$ cat config.mk
export PLATFORM = sky130hd
export DESIGN_NAME = pc_sequencer
export DESIGN_NICKNAME = d
export VERILOG_FILES = /design/src/rtl/pc_sequencer.sv
export SDC_FILE = /design/constraint.sdc
export NUM_CORES = 1
export LEC_CHECK = 0
export ABC_AREA = 0
export ABC_CLOCK_PERIOD_IN_PS = 1850
export BUFFER_PORTS_ARGS = -buffer_cell sky130_fd_sc_hd__buf_2
export CAP_MARGIN = 20
export CORE_ASPECT_RATIO = 0.75
export CORE_MARGIN = 2
export CORE_UTILIZATION = 39
export DETAILED_ROUTE_END_ITERATION = 6
export PLACE_DENSITY = 0.82
export RECOVER_POWER = 100
export SYNTH_ARGS = -nofsm -noshare
export SYNTH_HDL_FRONTEND = slang
export SYNTH_SLANG_ARGS = --single-unit
$ cat constraint.sdc
create_clock -name Clk -period 1.85 [get_ports Clk]
set_clock_uncertainty 0.2 [all_clocks]
set_input_delay 0.0925 -clock Clk [delete_from_list [all_inputs] [get_ports Clk]]
set_output_delay 0.0925 -clock Clk [all_outputs]
set_load 0.05 [all_outputs]
$ cat src/rtl/pc_sequencer.sv
// Next-PC selector: priority chain of trap/branch/jump/stall/increment with a post-redirect flush window.
// Optional trap support is enabled by defining PC_TRAP_EN; otherwise TrapReq is ignored and EPC reads 0.
module pc_sequencer #(
  parameter int unsigned BITS_SIZE    = 32,
  parameter int unsigned INC          = 4,
  parameter logic [31:0] TRAP_VECTOR  = 32'h0000_0080,
  parameter int unsigned FLUSH_CYCLES = 2
) (
  input  logic                 Clk,
  input  logic                 Reset,
  input  logic [BITS_SIZE-1:0] PCResult,
  input  logic                 Stall,
  input  logic                 BranchReq,
  input  logic [BITS_SIZE-1:0] BranchTarget,
  input  logic                 JumpReq,
  input  logic [BITS_SIZE-1:0] JumpTarget,
  input  logic                 TrapReq,
  output logic [BITS_SIZE-1:0] PCNext,
  output logic                 Flush,
  output logic [BITS_SIZE-1:0] EPC,
  output logic [1:0]           State
);

  typedef enum logic [1:0] {
    ST_RUN   = 2'd0,
    ST_STALL = 2'd1,
    ST_FLUSH = 2'd2
  } state_t;

  localparam logic [BITS_SIZE-1:0] INC_V     = BITS_SIZE'(INC);
  localparam logic [BITS_SIZE-1:0] TRAP_V    = BITS_SIZE'(TRAP_VECTOR);
  localparam logic [3:0]           FLUSH_LEN = 4'(FLUSH_CYCLES);

  state_t     state_q, state_d;
  logic [3:0] fcnt_q, fcnt_d;
  logic       flush_q;
  logic       in_flush;
  logic       trap_hit, branch_hit, jump_hit, redirect;

  assign in_flush = (state_q == ST_FLUSH);

`ifdef PC_TRAP_EN
  assign trap_hit = TrapReq & ~in_flush;
`else
  logic unused_trap;
  assign unused_trap = TrapReq;
  assign trap_hit    = 1'b0;
`endif

  // Requests during FLUSH come from the wrong path and are dropped entirely.
  assign branch_hit = BranchReq & ~in_flush & ~trap_hit;
  assign jump_hit   = JumpReq & ~in_flush & ~trap_hit & ~BranchReq;
  assign redirect   = trap_hit | branch_hit | jump_hit;

  always_comb begin
    PCNext = PCResult + INC_V;
    if (Reset)           PCNext = '0;
    else if (trap_hit)   PCNext = TRAP_V;
    else if (branch_hit) PCNext = BranchTarget;
    else if (jump_hit)   PCNext = JumpTarget;
    else if (Stall)      PCNext = PCResult;
  end

  always_comb begin
    state_d = state_q;
    fcnt_d  = fcnt_q;
    case (state_q)
      ST_RUN, ST_STALL: begin
        if (redirect) begin
          state_d = ST_FLUSH;
          fcnt_d  = FLUSH_LEN;
        end else begin
          state_d = Stall ? ST_STALL : ST_RUN;
        end
      end
      ST_FLUSH: begin
        if (!Stall) begin
          if (fcnt_q <= 4'd1) begin
            state_d = ST_RUN;
            fcnt_d  = '0;
          end else begin
            fcnt_d = fcnt_q - 4'd1;
          end
        end
      end
      default: begin
        state_d = ST_RUN;
        fcnt_d  = '0;
      end
    endcase
  end

  always_ff @(posedge Clk) begin
    if (Reset) begin
      state_q <= ST_RUN;
      fcnt_q  <= '0;
      flush_q <= 1'b0;
    end else begin
      state_q <= state_d;
      fcnt_q  <= fcnt_d;
      flush_q <= (state_d == ST_FLUSH);
    end
  end

`ifdef PC_TRAP_EN
  logic [BITS_SIZE-1:0] epc_q;

  always_ff @(posedge Clk) begin
    if (Reset)         epc_q <= '0;
    else if (trap_hit) epc_q <= PCResult;
  end

  assign EPC = epc_q;
`else
  assign EPC = '0;
`endif

  assign Flush = flush_q;
  assign State = state_q;

endmodule

==> results of run 1 <==
==> cells in the mapped netlist (6+ instances only) <==
master	n	share of area
a211oi_1	17	0.065
nor3_1	15	0.038
xor2_1	19	0.084
dfxtp_1	7	0.071
xnor2_1	7	0.031
o22ai_1	14	0.044
nor2_1	29	0.055
o21ai_0	16	0.041
nand3_1	16	0.041
buf_4	32	0.12
clkbuf_1	11	0.021
a22oi_1	14	0.053
nand2_1	17	0.032
a21oi_1	13	0.033
nand4_1	9	0.029
inv_1	6	0.011
==> flip-flops by register name, summed over array words and instances, names as in the netlist <==
register  cells
fcnt_q        4
State         2
Flush         1
==> timing repair <==
item                       in CTS  in global routing
resized for setup             105                 46
gates cloned                    1                  1
hold buffers                    0                  0
pin swaps                      14                 27
setup buffers                   3                  1
setup endpoints to repair      32                 34
==> kinds of logic after synthesis <==
family | count (synthesis) | share of synthesized area
simple gates | 112 | 0.3067
xor+xnor | 26 | 0.1156
other cells | 1 | 0.001903
fa+ha+maj | 3 | 0.01905
buf+inv | 56 | 0.1778
flops | 7 | 0.07111
mux | 1 | 0.005080
compound gates | 90 | 0.3029
==> how the worst max path moves through the flow <==
stage                        start    endpoint  slack (ns)
2_1_floorplan                Stall  PCNext[17]       -0.20
3_3_place_gp                 Stall  PCNext[12]       -0.12
3_5_place_dp                 Stall  PCNext[17]       -0.20
4_1_cts        State[0]$_SDFF_PP0_   PCNext[1]       -0.15
5_1_grt        State[0]$_SDFF_PP0_   PCNext[9]       -0.23
6_report       State[0]$_SDFF_PP0_   PCNext[9]       -0.20
==> critical path, delay by kind of cell (launching register included) <==
family | cells | cell delay, ns
compound gates | 1 | 0.28
buf+inv | 2 | 0.35
flops | 1 | 0.37
simple gates | 4 | 0.51
==> layout make-up <==
cell class / instances / area share
clock buffers: 4 / 0.01048
inverters: 6 / 0.005242
multi-input cells: 264 / 0.5970
flip-flops and latches: 7 / 0.03436
well taps: 60 / 0.01747
repair buffers: 193 / 0.3355
==> metrics by stage <==
| stage | setup TNS [ns] | instance area (µm²) | setup WS (ns) | total power [mW] | instances |
|---|---|---|---|---|---|
| global placement | -0.6612 | 3630 | -0.1188 | 1.502 | 524 |
| finish | -4.114 | 4297 | -0.1954 | 2.025 | 534 |
| detailed placement | -1.704 | 3630 | -0.2046 | 1.522 | 524 |
| floorplan | -2.819 | 2870 | -0.2010 | 1.227 | 327 |
| global route | -5.577 | 4297 | -0.2338 | 2.095 | 534 |
| CTS | -3.209 | 4065 | -0.1521 | 1.902 | 532 |
==> power breakdown <==
group          switching [mW]  internal (mW)  leakage [nW]
clock                  0.0743          0.150        0.0228
sequential            0.00866          0.161        0.0588
combinational            1.01          0.617          1.70
==> layer usage <==
metal  global-route usage  part of all wire  vias to the layer above
met1               0.3663              0.35                     1488
li1                     -                 -                     1387
met4              0.07143             0.034                        0
met5                    0                 0                        -
met3              0.04397             0.097                       43
met2               0.5930              0.52                      260
==> cells in the final DEF (no fill, tap or decap), types with 3 or more instances in the layout <==
master	n
nor4_2	3
clkbuf_8	3
a21oi_4	5
nor2_2	3
dfxtp_1	5
buf_12	6
nand2_4	7
nand4_1	9
and4_1	3
conb_1	32
a21o_1	3
buf_4	45
nor3_1	8
clkbuf_1	5
o21ai_0	3
inv_1	6
buf_6	38
a221oi_4	3
o21ai_2	11
xnor2_1	7
nor3_2	3
and3_1	3
a21oi_1	7
nand3_1	15
nand2_1	8
o22ai_4	14
xor2_2	4
buf_2	97
xor2_1	15
nor3_4	5
nor2_1	25
a211oi_4	16
a22oi_2	14
==> impl_results.rst, run 1 <==
.. list-table::
   :header-rows: 1

   * - Metric
     - Value
   * - Yosys Warn Count
     - 0
   * - Endpoint of the most critical register-to-register path
     - fcnt_q[1]$_SDFFE_PP0P_
   * - Wire length of the first global-routing pass
     - 13.99 mm
   * - Sequential cell area
     - 147.6 µm²
   * - Total Nets Final
     - 580
   * - DIE HEIGHT
     - about 66 µm
   * - Iteration count of the initial detailed-routing pass
     - 5
   * - Hold Crit Start
     - Stall
   * - Max-Cap Viols
     - 0
   * - CTS tree
     - yes
   * - Area of the die
     - between 0.005 and 0.006 mm²
   * - Iter 0 DRT Violations
     - roughly 310
   * - Largest driver fanout on the critical path
     - 6
   * - Post-route minimum period
     - 2.045 ns
   * - Placeable Area
     - a little under 0.005 mm²
   * - Detailed-placement wirelength estimate
     - 6.872 mm
   * - Number of distinct library cells after synthesis
     - 45
   * - Worst IR drop on VDD
     - 0.0003175 V
   * - Kind of critical path
     - register to output port
   * - Reg2reg start
     - fcnt_q[0]$_SDFFE_PP0P_
   * - Slew Limit Headroom
     - 0.5662
   * - Post-Syn Area
     - 0.001971 mm²
   * - Slew of the pin with the lowest slew margin
     - approximately 0.65 ns
   * - Final cycle utilization of the critical path
     - 1.106
   * - Max Buffers Root-to-Sink
     - 2
   * - Post-synth EDFFs
     - 0
   * - CP max stage delay
     - 0.37 ns
   * - Avg Synthesized Cell Area
     - 6.658 µm²
   * - Async set-reset flop share out of synthesis
     - 0
   * - Source-to-sink clock delay at the later pin of the worst-skew pair
     - 0.23 ns
   * - Routed wire length
     - 10.38 mm
   * - Flip-flop and latch count after synthesis
     - 7
   * - Clk sinks
     - 7
   * - Sequential element share of the synthesized area
     - 0.07111
   * - Slowest stage cell on the critical path
     - dfxtp_4
   * - Layout cell share with drive strength beyond 1
     - 0.6435
   * - Hold path endpoint
     - State[0]$_SDFF_PP0_
   * - Vias
     - 3178
   * - Number of H-tree levels
     - 1
   * - Utilization of the core after routing
     - 0.8819
   * - RD Place Congestion
     - 0.9116
   * - Remaining DRCs
     - 0
   * - Max-slew violation total from the final report
     - 0
   * - Setup violations, final
     - 33
   * - Floorplan row count
     - 22
   * - Number of fillers in the final layout
     - around 240
   * - Hold crit path type
     - input port to register
   * - Power per cell area
     - 471.3 mW/mm²
   * - Via count of the first global-routing pass
     - 2964
   * - GRT Total Usage
     - 0.3109
   * - Antenna violations before repair
     - 0
   * - RSZ-0062 raised after global routing
     - true
   * - Crit path required time
     - 1.56 ns
   * - Kind of end point of the critical path
     - output port
   * - Maximum clock frequency
     - 488.9 MHz
   * - Total of buffers placed on input and output ports
     - roughly 140
   * - Startpoint types
     - register
   * - Area of combinational cells with multiple inputs
     - 0.002565 mm²
   * - Synthesis-to-finish area growth
     - 118.0%
   * - Mapped Cells
     - 296
   * - Number of failing hold endpoints at the final stage
     - 0
   * - Ports
     - roughly 170
   * - Fin Hold WS
     - 0.1544 ns
   * - Clock transition at the register clock pins on the worst setup and hold paths after CTS
     - about 0.05 ns
   * - Die extent in x
     - 86.08 µm
   * - Smallest setup slack after layout
     - -0.1954 ns
   * - Avg WL per Cell
     - 19.44 µm
   * - Dominant register cell in the synthesized netlist
     - dfxtp_1
   * - Cell-by-cell listing of the critical path
     - nand2b_4, and2_4, nand2_8, clkbuf_16, a221oi_4, nor3_4, buf_6
   * - CTS buffer count
     - 3
   * - Clock Root Buffer
     - clkbuf_8
   * - Largest net degree at the start of global routing
     - 21
   * - Reg2Reg Setup Slack
     - -0.04 ns
   * - Violations in the final reports
     - negative setup slack
   * - GR Overflow Total
     - 0
   * - CP arrival
     - 1.75 ns
   * - Run status
     - complete, but fails checks
   * - Leakage power
     - 1.783 nW
   * - Effective utilization at floorplan
     - 0.4045
   * - Depth of the most critical reg-to-reg path
     - 7
   * - Antenna cells
     - 0
   * - Antenna violation net count after detailed routing
     - 0
   * - Worst Hold Path Cells
     - 4
   * - Per-cell via count in the routed design
     - slightly below 6
Power figures use the tool's default switching activity.
==> run 2: changes to the inputs <==
--- a/config.mk
+++ b/config.mk
@@ -6,7 +6,7 @@
 export NUM_CORES = 1
 export LEC_CHECK = 0
 export ABC_AREA = 0
-export ABC_CLOCK_PERIOD_IN_PS = 1850
+export ABC_CLOCK_PERIOD_IN_PS = 2230
 export BUFFER_PORTS_ARGS = -buffer_cell sky130_fd_sc_hd__buf_2
 export CAP_MARGIN = 20
 export CORE_ASPECT_RATIO = 0.75
==> constraint.sdc (replaced) <==
create_clock -name Clk -period 2.23 [get_ports Clk]
set_clock_uncertainty 0.2 [all_clocks]
set_input_delay 0.1115 -clock Clk [delete_from_list [all_inputs] [get_ports Clk]]
set_output_delay 0.1115 -clock Clk [all_outputs]
set_load 0.05 [all_outputs]
==> run 2 against run 1 <==
Against the previous run: worst hold slack improved by 0.014 ns; register-to-register slack improved by 0.49 ns; final cell count fell by 6.6%; via count fell by 12%; highest routed layer unchanged; count of clock-buffer cells in the layout did not move; the flow now finishes without violations; first-iteration DRC count fell by 48%; cell area fell by 21%; sequential share of layout area rose by 0.85 points; combinational power fell by 34%; sequential power fell by 15%.
==> impl_results.rst, run 2 (synthesized netlist as in run 1, its figures left out) <==
.. list-table::
   :header-rows: 1

   * - Metric
     - Value
   * - Endpoint of the most critical register-to-register path
     - fcnt_q[0]$_SDFFE_PP0P_ (was fcnt_q[1]$_SDFFE_PP0P_)
   * - Source-to-sink clock delay at the later pin of the worst-skew pair
     - 0.23 ns (about the same)
   * - Slowest stage cell on the critical path
     - dfxtp_2 (was dfxtp_4)
   * - Die extent in x
     - 86.08 µm (unchanged)
   * - Hold crit path type
     - input port to register (unchanged)
   * - CP max stage delay
     - 0.36 ns (was 0.37 ns)
   * - Relative contribution of sequential cells to total power
     - 0.103 (was 0.084)
   * - Kind of critical path
     - register to output port (unchanged)
   * - Floorplan row count
     - 22 (unchanged)
   * - Antenna violation net count after detailed routing
     - 0 (unchanged)
   * - Via count of the first global-routing pass
     - 2559 (was 2964)
   * - Part of the total power dissipated in the clock network
     - 0.129 (was 0.111)
   * - Reg2reg start
     - fcnt_q[0]$_SDFFE_PP0P_ (unchanged)
   * - RD Place Congestion
     - 0.9615 (was 0.9116)
   * - Detailed-placement wirelength estimate
     - 6.132 mm (was 6.872 mm)
   * - Placeable Area
     - 0.004872 mm² (unchanged)
   * - Leakage power
     - 1.447 nW (was 1.783 nW)
   * - Maximum clock frequency
     - roughly 460 MHz
   * - Number of H-tree levels
     - 1 (unchanged)
   * - Post-place instance area
     - 0.003127 mm² (was 0.003630 mm²)
   * - Max-Cap Viols
     - 0 (unchanged)
   * - Total Nets Final
     - 545 (was 580)
   * - Startpoint types
     - register (unchanged)
   * - Non-filler instance count after layout
     - 499 (was 534)
   * - Post-route minimum period
     - 2.164 ns
   * - GR Overflow Total
     - 0 (unchanged)
   * - Fin Hold WS
     - 0.1689 ns (was 0.1544 ns)
   * - Effective utilization at floorplan
     - 0.4045 (unchanged)
   * - Setup violations, final
     - 0 (was 33)
   * - Remaining DRCs
     - 0 (unchanged)
   * - Routed wire length
     - 7.763 mm (was 10.38 mm)
   * - CTS tree
     - yes (unchanged)
   * - Depth of the most critical reg-to-reg path
     - 7 (unchanged)
   * - Power spent charging and discharging nets
     - 0.7737 mW (was 1.098 mW)
   * - Buffers and inverters on the worst path
     - 2 (unchanged)
   * - Register containing the most flip-flops in the final layout
     - fcnt_q (unchanged)
   * - Area of the die
     - 0.005643 mm² (unchanged)
   * - Clock transition at the register clock pins on the worst setup and hold paths after CTS
     - 0.04 ns (was 0.05 ns)
   * - Worst Hold Path Cells
     - 4 (unchanged)
   * - Switching share of power
     - 0.5566 (was 0.5420)
   * - Commonest non-fill, non-tap cell in the layout
     - buf_2 (unchanged)
   * - Hold path endpoint
     - State[0]$_SDFF_PP0_ (unchanged)
   * - Wire length of the first global-routing pass
     - 11.83 mm (was 13.99 mm)
   * - Iteration count of the initial detailed-routing pass
     - 4 (was 5)
   * - Max-slew violation total from the final report
     - 0 (unchanged)
   * - Number of fillers in the final layout
     - 408 (was 238)
   * - Relative contribution of combinational cells to total power
     - 0.768 (was 0.806)
   * - Clk sinks
     - 7 (unchanged)
   * - CP arrival
     - 1.85 ns (was 1.75 ns)
   * - Number of failing hold endpoints at the final stage
     - 0 (unchanged)
   * - Total of buffers placed on input and output ports
     - 135 (unchanged)
   * - Highest-count cells in the layout ignoring fill and taps
     - buf_2 (106), conb_1 (32), nor2_1 (29), buf_4 (28), xor2_1 (18) (was buf_2 (97), buf_4 (45), buf_6 (38), conb_1 (32), nor2_1 (25))
   * - Utilization of the core after routing
     - 0.6947 (was 0.8819)
   * - Flip-flop count of the largest register after layout
     - 4 (unchanged)
   * - Layout cell share with drive strength beyond 1
     - 0.4715 (was 0.6435)
   * - Largest driver fanout on the critical path
     - 13 (was 6)
   * - Kind of end point of the critical path
     - output port (unchanged)
   * - Max Buffers Root-to-Sink
     - 2 (unchanged)
   * - Antenna cells
     - 0 (unchanged)
   * - DIE HEIGHT
     - 65.56 µm (unchanged)
   * - Iter 0 DRT Violations
     - 162 (was 312)
   * - GRT Total Usage
     - 0.2584 (was 0.3109)
   * - Quantity of hold-fixing buffers added after cts
     - 0 (unchanged)
   * - Final cycle utilization of the critical path
     - 0.9706
   * - Avg WL per Cell
     - 15.56 µm (was 19.44 µm)
   * - Slew of the pin with the lowest slew margin
     - 0.6405 ns (was 0.6535 ns)
   * - Post-Layout Inst Area
     - 0.003385 mm² (was 0.004297 mm²)
   * - Hold Crit Start
     - Stall (unchanged)
   * - Largest net degree at the start of global routing
     - 25 (was 21)
   * - CTS buffer count
     - 3 (unchanged)
   * - Run status
     - completed (was complete, but fails checks)
   * - Vias
     - 2792 (was 3178)
   * - Clock Root Buffer
     - clkbuf_8 (unchanged)
   * - Cell count after placement
     - 494 (was 524)
   * - Internal Power
     - 0.6164 mW (was 0.9275 mW)
   * - Antenna violations before repair
     - 0 (unchanged)
   * - Family of cells with the greatest summed delay on the critical path
     - buffers and inverters (was simple AND/OR/NAND/NOR gates)
   * - Power per cell area
     - 410.7 mW/mm² (was 471.3 mW/mm²)
   * - Slew Limit Headroom
     - 0.5685 (was 0.5662)
   * - # Post-CTS Setup Buffers
     - 0 (was 3)
   * - Reg2Reg Setup Slack
     - 0.45 ns (was -0.04 ns)
   * - Synthesis-to-finish area growth
     - 71.75% (was 118.0%)
   * - Worst IR drop on VDD
     - 0.0001843 V (was 0.0003175 V)
   * - Cell-by-cell listing of the critical path
     - nand2b_4, and2_1, buf_4, a22oi_1, a211oi_4, buf_6 (was nand2b_4, and2_4, nand2_8, clkbuf_16, a221oi_4, nor3_4, buf_6)
   * - Ports
     - 169 (unchanged)
   * - Crit path required time
     - 1.92 ns (was 1.56 ns)
   * - Per-cell via count in the routed design
     - 5.595 (was 5.951)
[run 2: changes by cell type in the layout (fill, tap and decap cells not counted), sizes merged]
cell	delta
buf	-43
clkbuf	+8
[run 2: through the flow]
| stage | power [mW] | TNS [ns] | setup slack [ns] |
|---|---|---|---|
| final | 1.390 | 0 | 0.06559 |
| after floorplan | 0.9192 | 0 | 0.01299 |
| after global routing | 1.460 | -0.04350 | -0.02022 |
| after CTS | 1.346 | 0 | 0.03471 |
| after detailed placement | 1.124 | 0 | 0.04127 |
| after global placement | 1.114 | 0 | 0.09467 |
[run 2: layer usage]
metal	global-route usage	part of all wire
met5	0	0
met4	0.06548	0.014
met3	0.05151	0.084
met2	0.4089	0.48
met1	0.3583	0.42
[run 2: tightest hold or removal path: cells and delay by family]
kind,cells,cell delay (ns)
buffers and inverters,3,0.37
and+or+nand+nor,1,0.07
[run 2: worst max path at each step]
stage                                   start    endpoint  cells after the start
after floorplan           State[0]$_SDFF_PP0_  PCNext[31]                      5
after global placement            PCResult[9]  PCNext[29]                      8
after detailed placement          PCResult[9]  PCNext[29]                      8
after CTS                 State[1]$_SDFF_PP0_  PCNext[31]                      6
after global routing              PCResult[9]  PCNext[19]                      9
final                     State[0]$_SDFF_PP0_   PCNext[7]                      6
[run 2: what timing repair did]
action | CTS | global route
resized for setup | 30 | 25
endpoints found under the setup margin | 18 | 30
cloned | 0 | 1
pin swaps | 0 | 1
[run 2: cell type report]
class                           count  area (µm²)  share of cell area
Multi-Input combinational cell    264        2116              0.6251
Timing Repair Buffer              158       980.9              0.2898
Sequential cell                     7       145.1             0.04288
Tap cell                           60       75.07             0.02218
Clock buffer                        4       45.04             0.01331
Inverter                            6       22.52            0.006654
[run 2: power by group through the flow]
stage	logic, mW	registers (mW)	clock network (mW)
detailed placement	0.981	0.143	0
floorplan	0.763	0.156	0
global route	1.13	0.144	0.190
finish	1.07	0.143	0.180
CTS	1.02	0.142	0.182
global placement	0.971	0.143	0
